===== config.mk =====
export PLATFORM = sky130hd
export DESIGN_NAME = uart_frame_resp
export DESIGN_NICKNAME = d
export VERILOG_FILES = /design/src/rtl/uart_frame_resp.sv
export SDC_FILE = /design/constraint.sdc
export NUM_CORES = 1
export LEC_CHECK = 0
export CAP_MARGIN = 20
export CORE_UTILIZATION = 30
export DETAILED_ROUTE_END_ITERATION = 8
export GPL_TIMING_DRIVEN = 1
export PLACE_DENSITY_LB_ADDON = 0.1
export SYNTH_ARGS = -nofsm -noshare
export SYNTH_HDL_FRONTEND = slang
export SYNTH_SLANG_ARGS = --single-unit

===== constraint.sdc =====
create_clock -name clk -period 3 [get_ports clk]
set_clock_uncertainty 0.2 [all_clocks]
set_input_delay 0.6 -clock clk [delete_from_list [all_inputs] [get_ports clk]]
set_output_delay 0.6 -clock clk [all_outputs]
set_load 0.03 [all_outputs]

===== src/rtl/uart_frame_resp.sv =====
// rtl/uart_frame_resp.sv - framed command parser that answers each frame with ACK/len/sum or NAK
module uart_frame_resp #(
  parameter logic [7:0] SYNC    = 8'hA5,
  parameter int         MAX_LEN = 16,
  parameter int         TIMEOUT = 200000,
  parameter logic [7:0] ACK     = 8'h06,
  parameter logic [7:0] NAK     = 8'h15
) (
  input  logic       clk,
  input  logic       reset_n,
  input  logic       rx_empty,
  input  logic [7:0] r_data,
  output logic       rd_uart,
  input  logic       tx_full,
  output logic       wr_uart,
  output logic [7:0] w_data,
  output logic       frame_ok,
  output logic       frame_err,
  output logic [7:0] err_cnt
);

  localparam int            IW        = $clog2(TIMEOUT + 1);
  localparam logic [IW-1:0] IDLE_LAST = IW'(TIMEOUT - 1);
  localparam logic [7:0]    MAX_B     = 8'(MAX_LEN);

  typedef enum logic [2:0] {
    ST_HUNT,
    ST_LEN,
    ST_PAYLOAD,
    ST_CHK,
    ST_RSP_ACK,
    ST_RSP_LEN,
    ST_RSP_SUM,
    ST_RSP_NAK
  } state_t;

  state_t        state;
  logic [7:0]    len;
  logic [7:0]    chk;
  logic [7:0]    sum;
  logic [7:0]    cnt;
  logic [IW-1:0] idle;

  logic in_frame;
  logic rx_phase;
  logic tx_phase;
  logic pop;
  logic push;
  logic bad_len;
  logic chk_match;
  logic timeout_fire;
  logic ok_event;
  logic err_event;

  // Pop/push strobes, response byte select and the per-cycle decision terms
  always_comb begin
    in_frame     = (state == ST_LEN) || (state == ST_PAYLOAD) || (state == ST_CHK);
    rx_phase     = in_frame || (state == ST_HUNT);
    tx_phase     = !rx_phase;
    pop          = reset_n && !rx_empty && rx_phase;
    push         = reset_n && !tx_full && tx_phase;
    bad_len      = (r_data == 8'd0) || (r_data > MAX_B);
    chk_match    = (r_data == chk);
    // a pop on the deadline cycle keeps the frame alive
    timeout_fire = in_frame && !pop && (idle == IDLE_LAST);
    ok_event     = pop && (state == ST_CHK) && chk_match;
    err_event    = (pop && (state == ST_LEN) && bad_len) ||
                   (pop && (state == ST_CHK) && !chk_match) ||
                   timeout_fire;
    w_data = 8'd0;
    if (reset_n) begin
      case (state)
        ST_RSP_ACK: w_data = ACK;
        ST_RSP_LEN: w_data = len;
        ST_RSP_SUM: w_data = sum;
        ST_RSP_NAK: w_data = NAK;
        default:    w_data = 8'd0;
      endcase
    end
  end

  assign rd_uart = pop;
  assign wr_uart = push;

  // Frame parser / responder state machine with registered status outputs
  always_ff @(posedge clk or negedge reset_n) begin
    if (!reset_n) begin
      state     <= ST_HUNT;
      len       <= 8'd0;
      chk       <= 8'd0;
      sum       <= 8'd0;
      cnt       <= 8'd0;
      idle      <= '0;
      frame_ok  <= 1'b0;
      frame_err <= 1'b0;
      err_cnt   <= 8'd0;
    end else begin
      frame_ok  <= ok_event;
      frame_err <= err_event;
      if (err_event && (err_cnt != 8'hFF)) begin
        err_cnt <= err_cnt + 8'd1;
      end

      if (pop || !in_frame || timeout_fire) begin
        idle <= '0;
      end else begin
        idle <= idle + IW'(1);
      end

      if (timeout_fire) begin
        state <= ST_HUNT;
      end else begin
        case (state)
          ST_HUNT: begin
            if (pop && (r_data == SYNC)) state <= ST_LEN;
          end
          ST_LEN: begin
            if (pop) begin
              if (bad_len) begin
                state <= ST_RSP_NAK;
              end else begin
                len   <= r_data;
                chk   <= r_data;
                sum   <= 8'd0;
                cnt   <= 8'd0;
                state <= ST_PAYLOAD;
              end
            end
          end
          ST_PAYLOAD: begin
            if (pop) begin
              chk <= chk ^ r_data;
              sum <= sum + r_data;
              cnt <= cnt + 8'd1;
              if (cnt == (len - 8'd1)) state <= ST_CHK;
            end
          end
          ST_CHK: begin
            if (pop) state <= chk_match ? ST_RSP_ACK : ST_RSP_NAK;
          end
          ST_RSP_ACK: begin
            if (push) state <= ST_RSP_LEN;
          end
          ST_RSP_LEN: begin
            if (push) state <= ST_RSP_SUM;
          end
          ST_RSP_SUM: begin
            if (push) state <= ST_HUNT;
          end
          ST_RSP_NAK: begin
            if (push) state <= ST_HUNT;
          end
          default: state <= ST_HUNT;
        endcase
      end
    end
  end

endmodule


==> reports/qor.yml <==
routabilityCongestion: 0.789
synth.cell_area_mm2: 0.00379
cp-end-kind: "primary output"
cts_hold_buf: 1
min_to: "idle[0]$_DFF_PN0_"
synth_top_cell_by_area: "dfrtp_1"
yosysUniqueCellTypes: 59
dp_hpwl_um: 7200
ys_async_sr_fraction: 1.00
syn2layout_area_growth_pct: 23.6
cts_tree: "done"
drt-total-wl_um: 9950
switching_share: 0.374
nets: 481
power_density_mw_per_mm2: 784
critPathMaxFanout: 12
numPortBuffers: 31
slowest_delay_ps: 550
instances_no_fill: 630
fin_ws_ps: 299
gr-total-overflow: 0
rsz0062_at_grt: "false"
rrSetupSlack_ps: 570
ant_nets: 0
dr.pass1.iters: 4
nFillCells: 1220
diodes: 0
synthTopCellsByArea: "dfrtp_1 (42%), xor2_1 (9.3%), nor2_1 (5.1%)"
fin_crit_sh: 0.900
max_clock_freq_mhz: 370
cts_resized: 0
cts_setup_buffers: 0
yosysSeqAreaShare: 0.416
cpMaxStageDelayCell: "dfrtp_1"
cts_buffers: 9
ys_ff_latch: 63
drt_iter0_drc: 133
p_clk_frac: 0.287
worstReg2RegStart: "idle[0]$_DFF_PN0_"
syn_avg_cell_area_um2: 9.28
p_comb_frac: 0.354
ir_drop_uv: 463
die_y_um: 114
cts.sinks: 63
drv_slew: 0
crit_required_ps: 2200
clock_path_buffers: 2
hold_viol: 0
place_ws_ps: -8.49
period_minus_slack_ps: 2700
p_sw_mw: 1.37
reg2reg_depth: 8
drv_cap: 0
yosys_warnings: 0
grt_pass1_vias: 3016
setup-violations-final: 0
outcome: "complete, no violations"
fin_area_mm2: 0.00468
wire_per_inst_um: 15.8
p_int_mw: 2.29
dpl.cell_count: 613
cts_root_buffer: "clkbuf_16"
synth_top_area_frac: 0.416
final_layout_size_suffix_gt1_frac: 0.152
tightestPinTransition_ps: 772
grt_pass1_wl_um: 16400
holdPathStages: 1
place_area_mm2: 0.00438
num_rows: 40
worstSetupPathType: "reg -> out"
cp-start-kind: "register"
hp-start: "idle[0]$_DFF_PN0_"
cp_cell_sequence: "nor2b_1 > a22oi_1 > nor2_1 > buf_4"
reg2reg_to: "err_cnt[4]$_DFFE_PN0P_"
total_leakage_power_nw: 2.03
synth_nets: 432
core_mm2: 0.0122
synth_common_cells: "dfrtp_1 (63), nor2_1 (51), nand2_1 (43), xor2_1 (40), nand3_1 (23)"
start_util: 0.311
holdWs_ps: 275
vias_per_cell: 4.84
synth_flop_cell: "dfrtp_1"
grt_max_degree: 57
cts_htree_levels: 3
pin_count: 32
hp-class: "reg -> reg"
clkTransAtPathRegs_ps: 60
timing.slew.headroom: 0.486
synth_edf_count: 0
clkLatencyLatePin_ps: 340
seqPwrFrac: 0.359
die-area_mm2: 0.0131
grt_usage: 0.169
netlist_instances: 408
die_x_um: 114
vias: 3052
drcViolationCount: 0
antenna_found_initial: 0
synthMostInstantiatedCell: "dfrtp_1"
crit_arrival_ps: 1900
routing by layer:
metal / up-vias / routed length, µm / track usage
li1: 1528 / - / -
met1: 1471 / 5090 / 0.236
met2: 44 / 4370 / 0.251
met3: 9 / 362 / 0.0540
met4: 0 / 122 / 0.0468
met5: - / 0 / 0
power groups by stage:
stage                     Sequential, mW  Combinational, mW  Clock (mW)
after detailed placement            1.33               1.30           0
final                               1.32               1.30        1.05
after global placement              1.33               1.30           0
after global routing                1.36               1.45        1.13
after floorplan                     1.29              0.892           0
after CTS                           1.32               1.31        1.09
layout by cell type, fill, tap and decap left out, types with 13 or more instances in the layout:
master / n
buf_4: 36
nor2_1: 51
nand2_1: 43
clkdlybuf4s50_1: 20
xor2_1: 40
a21oi_1: 16
dfrtp_1: 63
nand3_1: 23
o21ai_0: 19
inv_1: 13
worst max-delay path by stage:
stage / start / end / slack, ps / depth (start not counted)
6_report: state[1]$_DFFE_PN0P_ / w_data[6] / 300 / 4
5_1_grt: state[1]$_DFFE_PN0P_ / w_data[3] / 160 / 4
4_1_cts: state[1]$_DFFE_PN0P_ / w_data[7] / 280 / 4
3_5_place_dp: r_data[1] / sum[7]$_DFFE_PN0P_ / -8 / 8
3_3_place_gp: r_data[1] / err_cnt[3]$_DFFE_PN0P_ / -2 / 8
2_1_floorplan: reset_n / chk[2]$_DFFE_PN0P_ / 520 / 5
cell families after synthesis:
logic type               synth area share
adder cells (fa/ha/maj)            0.0416
AO/OA/AOI/OAI                       0.128
flip-flops                          0.416
AND/OR/NAND/NOR                     0.251
buffers and inverters              0.0380
XOR/XNOR                            0.118
multiplexers                      0.00661
through the flow:
step	setup TNS (ps)	total power, mW	util
floorplan	0	2.18	-
global placement	-1.73	2.63	0.360
detailed placement	-10.8	2.63	0.360
CTS	0	3.72	0.385
global route	0	3.93	0.385
finish	0	3.67	0.385
registers in the layout (all words and copies together) (netlist names), 3 cells and up:
signal and flops:
chk 8, state 3, sum 8, err_cnt 8
len 8, idle 18, cnt 8
final cells by class:
cell class	instances	area (µm²)	share of cell area
multi-input combinational	312	2070	0.441
sequential	63	1580	0.337
timing repair buffer	58	485	0.104
clock buffer	13	250	0.0535
tap	168	210	0.0449
inverter	13	48.8	0.0104
clock inverter	3	42.5	0.00909
critical path, delay by kind of cell (launching register included):
family                 cells  cell delay [ps]
AO/OA/AOI/OAI              1              160
buffers and inverters      1              190
AND/OR/NAND/NOR            2              650
flip-flops                 1              550
(Power assumes the default switching activity.)
